### src/rtl/perf_mon_pkg.sv
// ---------------------------------------------------------------------------
// perf_mon_pkg
// Shared definitions for the bus performance monitor: register word offsets,
// CTRL bit positions, the CTRL field struct and a byte-lane mask helper.
// No ports; imported by bus_perf_monitor and perf_mon_counter.
// ---------------------------------------------------------------------------
package perf_mon_pkg;

    // Byte offsets of the register map (only bits [9:2] are decoded)
    localparam logic [9:0] CTRL_OFFSET    = 10'h000;
    localparam logic [9:0] STATUS_OFFSET  = 10'h004;
    localparam logic [9:0] OVF_OFFSET     = 10'h008;
    localparam logic [9:0] EN_MASK_OFFSET = 10'h00C;
    localparam logic [9:0] SHADOW_BASE    = 10'h100;

    // CTRL bit indices
    localparam int CTRL_RUN_BIT   = 0;
    localparam int CTRL_CLEAR_BIT = 1;
    localparam int CTRL_SNAP_BIT  = 2;
    localparam int CTRL_HALT_BIT  = 3;

    // Low nibble of a CTRL write, MSB first so it can be cast from wdata[3:0]
    typedef struct packed {
        logic halt;
        logic snap;
        logic clear;
        logic run;
    } ctrl_t;

    // Expand four byte enables into a 32-bit bit mask
    function automatic logic [31:0] lane_mask(input logic [3:0] be);
        lane_mask = {{8{be[3]}}, {8{be[2]}}, {8{be[1]}}, {8{be[0]}}};
    endfunction

endpackage

### src/rtl/perf_mon_counter.sv
// ---------------------------------------------------------------------------
// perf_mon_counter
// One event counter with its snapshot shadow and sticky overflow flag.
// Build option: PERF_MON_SATURATE_EN -- when defined the counter holds at
// all-ones instead of wrapping to zero (overflow flag is set either way).
//
// Ports:
//   clk_i   in   clock
//   rst_ni  in   asynchronous active-low reset
//   inc     in   increment request for this cycle
//   clear   in   force count to zero (wins over inc)
//   snap    in   copy the pre-update count into the shadow
//   ovf_clr in   clear the overflow flag (a same-cycle overflow wins)
//   shadow  out  last snapshot of the count
//   ovf     out  sticky overflow flag
// ---------------------------------------------------------------------------
module perf_mon_counter
    import perf_mon_pkg::*;
#(
    parameter int CounterWidth = 40
) (
    input  logic                    clk_i,
    input  logic                    rst_ni,
    input  logic                    inc,
    input  logic                    clear,
    input  logic                    snap,
    input  logic                    ovf_clr,
    output logic [CounterWidth-1:0] shadow,
    output logic                    ovf
);

`ifdef PERF_MON_SATURATE_EN
    localparam bit Saturate = 1'b1;
`else
    localparam bit Saturate = 1'b0;
`endif

    localparam logic [CounterWidth-1:0] One = CounterWidth'(1);

    logic [CounterWidth-1:0] count;
    logic                    at_max;

    assign at_max = &count;

    // Clear wins over increment; the all-ones increment wraps naturally
    // unless saturation is built in, in which case the count is held.
    always_ff @(posedge clk_i or negedge rst_ni) begin
        if (!rst_ni) begin
            count <= '0;
        end else if (clear) begin
            count <= '0;
        end else if (inc && !(Saturate && at_max)) begin
            count <= count + One;
        end
    end

    // A cleared increment never overflows, and a hardware overflow beats
    // a software write-1-to-clear landing in the same cycle.
    always_ff @(posedge clk_i or negedge rst_ni) begin
        if (!rst_ni) begin
            ovf <= 1'b0;
        end else if (inc && at_max && !clear) begin
            ovf <= 1'b1;
        end else if (ovf_clr) begin
            ovf <= 1'b0;
        end
    end

    // Shadow takes the value the counter held before this cycle's update
    always_ff @(posedge clk_i or negedge rst_ni) begin
        if (!rst_ni) begin
            shadow <= '0;
        end else if (snap) begin
            shadow <= count;
        end
    end

endmodule

### src/rtl/bus_perf_monitor.sv
// ---------------------------------------------------------------------------
// bus_perf_monitor
// Memory-mapped performance counters on the simple-system device bus.
// Holds address decode, CTRL / EN_MASK registers, the read mux and the
// one-cycle response path; per-counter state lives in perf_mon_counter.
// Build option: PERF_MON_SATURATE_EN (saturating counters, see sub-module).
//
// Ports:
//   clk_i       in   clock
//   rst_ni      in   asynchronous active-low reset
//   req_i       in   single-cycle bus request
//   we_i        in   write enable
//   be_i        in   byte enables
//   addr_i      in   byte address, bits [9:2] decoded
//   wdata_i     in   write data
//   rvalid_o    out  response valid, one cycle after every request
//   rdata_o     out  read data, zero unless responding to a read
//   event_i     in   per-counter increment strobes
//   halt_req_o  out  sticky halt request to the simulation controller
// ---------------------------------------------------------------------------
module bus_perf_monitor
    import perf_mon_pkg::*;
#(
    parameter int NumCounters  = 8,
    parameter int CounterWidth = 40,
    parameter int AddrWidth    = 32
) (
    input  logic                   clk_i,
    input  logic                   rst_ni,
    input  logic                   req_i,
    input  logic                   we_i,
    input  logic [3:0]             be_i,
    input  logic [AddrWidth-1:0]   addr_i,
    input  logic [31:0]            wdata_i,
    output logic                   rvalid_o,
    output logic [31:0]            rdata_o,
    input  logic [NumCounters-1:0] event_i,
    output logic                   halt_req_o
);

    localparam logic [7:0] NumCountersByte  = 8'(NumCounters);
    localparam logic [7:0] CounterWidthByte = 8'(CounterWidth);

    logic [7:0]             word;
    logic                   wr;
    logic                   rd;
    logic                   sel_ctrl;
    logic                   sel_status;
    logic                   sel_ovf;
    logic                   sel_en;
    logic                   sel_shadow;
    logic [4:0]             shadow_idx;
    logic                   shadow_hi;
    logic [31:0]            wmask;
    ctrl_t                  wctrl;
    logic                   ctrl_wr;
    logic                   clear_cmd;
    logic                   snap_cmd;

    logic                   run;
    logic [NumCounters-1:0] en_mask;
    logic [NumCounters-1:0] inc;
    logic [NumCounters-1:0] ovf;
    logic [NumCounters-1:0] ovf_clr;
    logic [63:0]            shadow_ext [NumCounters];
    logic [31:0]            read_data;

    logic                   unused_bits;
    assign unused_bits = ^{addr_i[AddrWidth-1:10], addr_i[1:0], wdata_i};

    assign word       = addr_i[9:2];
    assign wr         = req_i & we_i;
    assign rd         = req_i & ~we_i;
    assign sel_ctrl   = (word == CTRL_OFFSET[9:2]);
    assign sel_status = (word == STATUS_OFFSET[9:2]);
    assign sel_ovf    = (word == OVF_OFFSET[9:2]);
    assign sel_en     = (word == EN_MASK_OFFSET[9:2]);
    // Shadow window is word 0x40..0x7F: two words per counter, low word first
    assign sel_shadow = (word[7:6] == SHADOW_BASE[9:8]);
    assign shadow_idx = word[5:1];
    assign shadow_hi  = word[0];

    assign wmask      = lane_mask(be_i);
    assign wctrl      = ctrl_t'(wdata_i[3:0]);
    // Every CTRL field sits in byte lane 0, so lane 0 gates the whole write
    assign ctrl_wr    = wr & sel_ctrl & be_i[0];
    assign clear_cmd  = ctrl_wr & wctrl.clear;
    assign snap_cmd   = ctrl_wr & wctrl.snap;

    assign ovf_clr    = (wr && sel_ovf) ? (wdata_i[NumCounters-1:0] & wmask[NumCounters-1:0])
                                        : '0;
    // Uses the current run bit, so a run=0 write still lets that cycle count
    assign inc        = run ? (en_mask & event_i) : '0;

    // Run bit follows CTRL writes; halt is set-only until reset
    always_ff @(posedge clk_i or negedge rst_ni) begin
        if (!rst_ni) begin
            run        <= 1'b0;
            halt_req_o <= 1'b0;
        end else if (ctrl_wr) begin
            run <= wctrl.run;
            if (wctrl.halt) begin
                halt_req_o <= 1'b1;
            end
        end
    end

    // Enable mask, byte-lane merged
    always_ff @(posedge clk_i or negedge rst_ni) begin
        if (!rst_ni) begin
            en_mask <= '1;
        end else if (wr && sel_en) begin
            en_mask <= (en_mask & ~wmask[NumCounters-1:0])
                     | (wdata_i[NumCounters-1:0] & wmask[NumCounters-1:0]);
        end
    end

    for (genvar i = 0; i < NumCounters; i++) begin : g_counter
        logic [CounterWidth-1:0] shadow_q;

        perf_mon_counter #(
            .CounterWidth(CounterWidth)
        ) u_counter (
            .clk_i  (clk_i),
            .rst_ni (rst_ni),
            .inc    (inc[i]),
            .clear  (clear_cmd),
            .snap   (snap_cmd),
            .ovf_clr(ovf_clr[i]),
            .shadow (shadow_q),
            .ovf    (ovf[i])
        );

        assign shadow_ext[i] = 64'(shadow_q);
    end

    // Read mux over the current (pre-update) register state
    always_comb begin
        read_data = '0;
        if (sel_ctrl) begin
            read_data[CTRL_RUN_BIT]  = run;
            read_data[CTRL_HALT_BIT] = halt_req_o;
        end else if (sel_status) begin
            read_data = {8'h00, CounterWidthByte, NumCountersByte, 6'b0, |ovf, run};
        end else if (sel_ovf) begin
            read_data[NumCounters-1:0] = ovf;
        end else if (sel_en) begin
            read_data[NumCounters-1:0] = en_mask;
        end else if (sel_shadow) begin
            for (int i = 0; i < NumCounters; i++) begin
                if (shadow_idx == 5'(i)) begin
                    read_data = shadow_hi ? shadow_ext[i][63:32] : shadow_ext[i][31:0];
                end
            end
        end
    end

    // One-cycle response; data is forced to zero except for reads
    always_ff @(posedge clk_i or negedge rst_ni) begin
        if (!rst_ni) begin
            rvalid_o <= 1'b0;
            rdata_o  <= '0;
        end else begin
            rvalid_o <= req_i;
            rdata_o  <= rd ? read_data : '0;
        end
    end

endmodule
### config.mk
export PLATFORM = sky130hd
export DESIGN_NAME = bus_perf_monitor
export DESIGN_NICKNAME = d
export VERILOG_FILES = /design/src/rtl/perf_mon_pkg.sv /design/src/rtl/perf_mon_counter.sv /design/src/rtl/bus_perf_monitor.sv
export SDC_FILE = /design/constraint.sdc
export NUM_CORES = 2
export LEC_CHECK = 0
export CORE_MARGIN = 4
export CORE_UTILIZATION = 56
export DETAILED_ROUTE_END_ITERATION = 6
export PLACE_DENSITY = 0.77
export SLEW_MARGIN = 20
export SYNTH_ARGS = -nofsm -noshare
export SYNTH_HDL_FRONTEND = slang
export SYNTH_SLANG_ARGS = --single-unit
export TNS_END_PERCENT = 50
### constraint.sdc
create_clock -name clk_i -period 2.2 [get_ports clk_i]
set_input_delay 0.44 -clock clk_i [delete_from_list [all_inputs] [get_ports clk_i]]
set_output_delay 0.44 -clock clk_i [all_outputs]
set_load 0.005 [all_outputs]
==> metrics.txt <==
status=complete, but fails checks; failing checks=DRC, setup timing; Detail Route Antenna Nets=0; setup tns final=-3.09 ns; Die Area=63800 um2; commonest non-fill, non-tap cells in the layout=dfrtp_1, mux2_2, buf_4; Pwr Total=25900 uW; clk_skew=0.0211 ns; Reg power frac=49.2%; # DRC=15; Post-synth EDFFs=0; VDD IR max=0.652 mV; post-synthesis mux area share=14.8%; Clk pwr share=47.7%; Die H=253 um; crit path launch=wdata_i[1]; Site Rows=89; RSZ-0062 raised after global routing=true; CTS tree=yes; clock root buffer=clkbuf_16; CTS Buf Count=73; number of max-cap violations=0; crit path launch type=input port; Post-DP Area=37600 um2; DIE WIDTH=253 um; area leader, netlist=dfrtp_1; routed wire length=109 mm; vias per cell=6.63; hold crit path type=in2reg; min-delay src=req_i; P per Cell Area=616 nW/um2; Setup CP Type=in2reg; Yosys reg bits=691; pin count of the biggest net entering global routing=96; syn_nets=3201; Async SR Flop Fraction=100%; first-pass GRT wire length=166 mm; average size of a mapped cell=10.8 um2; Via Count=28600; synth warn=0; count of pins over their slew limit=0; Synth Area in XOR/XNOR=3.58%; H-tree Lvls=3; Tightest Pin Transition=0.695 ns; First-pass DRT Iterations=7; Compound-Gate Fraction of Synth Area=9.49%; Netlist cell types=62; share of cells above drive strength 1=30.9%; fillers=3906; CP Capture Type=register; Switch Pwr=5850 uW; worst skew pair latency=0.64 ns; register area=17300 um2; Post-DP HPWL=73.6 mm; Multi-input gate area=16500 um2; combinational share of power=3.1%; PortBufs=62; top_reg_cell synth=dfrtp_1; DR iter-0 viols=3445; post-route cell area=42000 um2; clk sinks=691; main combinational cell family by area after synthesis=simple AND/OR/NAND/NOR gates; WL/cell=25.2 um; r2r startpoint=g_counter[3].u_counter.count[2]$_DFFE_PN0P_; I/O Pins=114; CP required=2.73 ns; area share of fa/ha/maj cells after synthesis=0.299%; nets=3569; total grt overflow=0; Mapped Cells=3113; CTS max path bufs=3; vias in the first global route=28200; Min Clock Period, post-route=2.56 ns; Synth Area in Simple Gates=17.6%; Worst Setup Slack, final=-0.360 ns; crit path max fanout=6; Post-Syn Area=33500 um2; share of the synthesized area in the top cell type=51.0%; sequential element share of the synthesized area=51.6%; GRT Overall Usage=33.3%; antenna violations before repair=2; Syn-to-layout area delta=25.4%; setup violators final=22; ranking of synthesized cells by area=dfrtp_1, mux2_2, nand2_1; most common cell after layout, fill and taps aside=dfrtp_1; WP data arrival=3.09 ns; Max Freq=391 MHz; Pint=20000 uW; Leak=0.0193 uW; Switching Fraction=22.6%; Final Hold Fails=0; clock transition at the registers of the reported paths=0.06 ns; GPL Wtd Cong=1.02; Core Area=59100 um2; Max-slew headroom=52.5%; Final Cycle Share=116%; Initial Utilization=56.7%
## registers in the layout (all words and copies together) (netlist names), named ones only
register	count
g_counter.u_counter.ovf	8
g_counter.u_counter.count	320
halt_req_o	1
rvalid_o	1
run	1
rdata_o	32
g_counter.u_counter.shadow	320
## routing by layer
layer	vias up	track usage, %	wire length (um)
met5	-	0	13
li1	12200	-	-
met3	369	7.01	10600
met4	2	14.5	5840
met2	1665	52.0	50100
met1	14400	45.6	42300
## stage by stage
| stage | util [%] | instances | hold WS (ns) | setup slack (ns) |
|---|---|---|---|---|
| 5_1_grt | 71.0 | 4313 | 0.168 | -0.368 |
| 2_1_floorplan | - | 3113 | 0.144 | -0.396 |
| 3_3_place_gp | 63.7 | 4116 | 0.324 | -0.993 |
| 3_5_place_dp | 63.7 | 4116 | 0.323 | -1.04 |
| 4_1_cts | 69.8 | 4285 | 0.248 | -0.317 |
| 6_report | 71.0 | 4314 | 0.167 | -0.360 |
## critical path, stage by stage
cell and delay, ns:
clkdlybuf4s50_1 0.47, or4bb_1 0.51, or4_4 0.45, a2111o_2 0.49, buf_2 0.18, or3_1 0.34, a21oi_1 0.21
## final timing paths
path / endpoint / cells past startpoint / slack, ns
worst min register to register: g_counter[5].u_counter.shadow[33]$_DFFE_PN0P_ / 2 / 0.49
worst min-delay path: rvalid_o$_DFF_PN0_ / 2 / 0.17
worst max register to register: g_counter[3].u_counter.count[25]$_DFFE_PN0P_ / 6 / -0.35
worst max-delay path: g_counter[3].u_counter.count[25]$_DFFE_PN0P_ / 7 / -0.36
max in group asynchronous: asynchronous set/reset pin / 4 / 0.99
min in group asynchronous: g_counter[1].u_counter.shadow[1]$_DFFE_PN0P_ / 2 / 0.27
## kinds of logic after synthesis
kind of cell,Yosys count
and+or+nand+nor,1125
DFF,691
AOI/OAI and AO/OA,490
muxes,442
buffers and inverters,220
xor gates and xnor gates,137
adders and majority gates,8
## repair_timing
| item | CTS | global route |
|---|---|---|
| gates cloned | 13 | 5 |
| gates resized for setup | 152 | 120 |
| hold buffers | 1 | 0 |
| hold endpoints to repair | 105 | 0 |
| pin swaps | 37 | 42 |
| setup buffers | 22 | 25 |
| setup endpoints to repair | 531 | 671 |
## power by group through the flow
| stage | combinational (uW) | sequential, uW | clock [uW] |
|---|---|---|---|
| floorplan | 198 | 13000 | 0 |
| global placement | 754 | 13000 | 0 |
| detailed placement | 773 | 13000 | 0 |
| CTS | 785 | 12700 | 12400 |
| global route | 865 | 12700 | 13000 |
| finish | 804 | 12700 | 12400 |
## synthesized netlist by cell type, types with 71 or more instances
cell type,instances
nand3_1,148
nand2b_1,71
nor2_1,202
mux2i_1,79
xor2_1,84
a21oi_1,149
mux2_2,355
o21ai_0,101
dfrtp_1,683
nand2_1,240
nand4_1,97
clkbuf_1,136
## cell type report
type / count / area share (%)
multi-input cells: 2205 / 39.4
well taps: 773 / 2.30
clock inverters: 23 / 0.497
inverters: 34 / 0.304
clock buffers: 111 / 5.15
repair buffers: 476 / 11.2
diodes: 1 / 0.00596
flip-flops and latches: 691 / 41.2
Power figures use the tool's default switching activity.
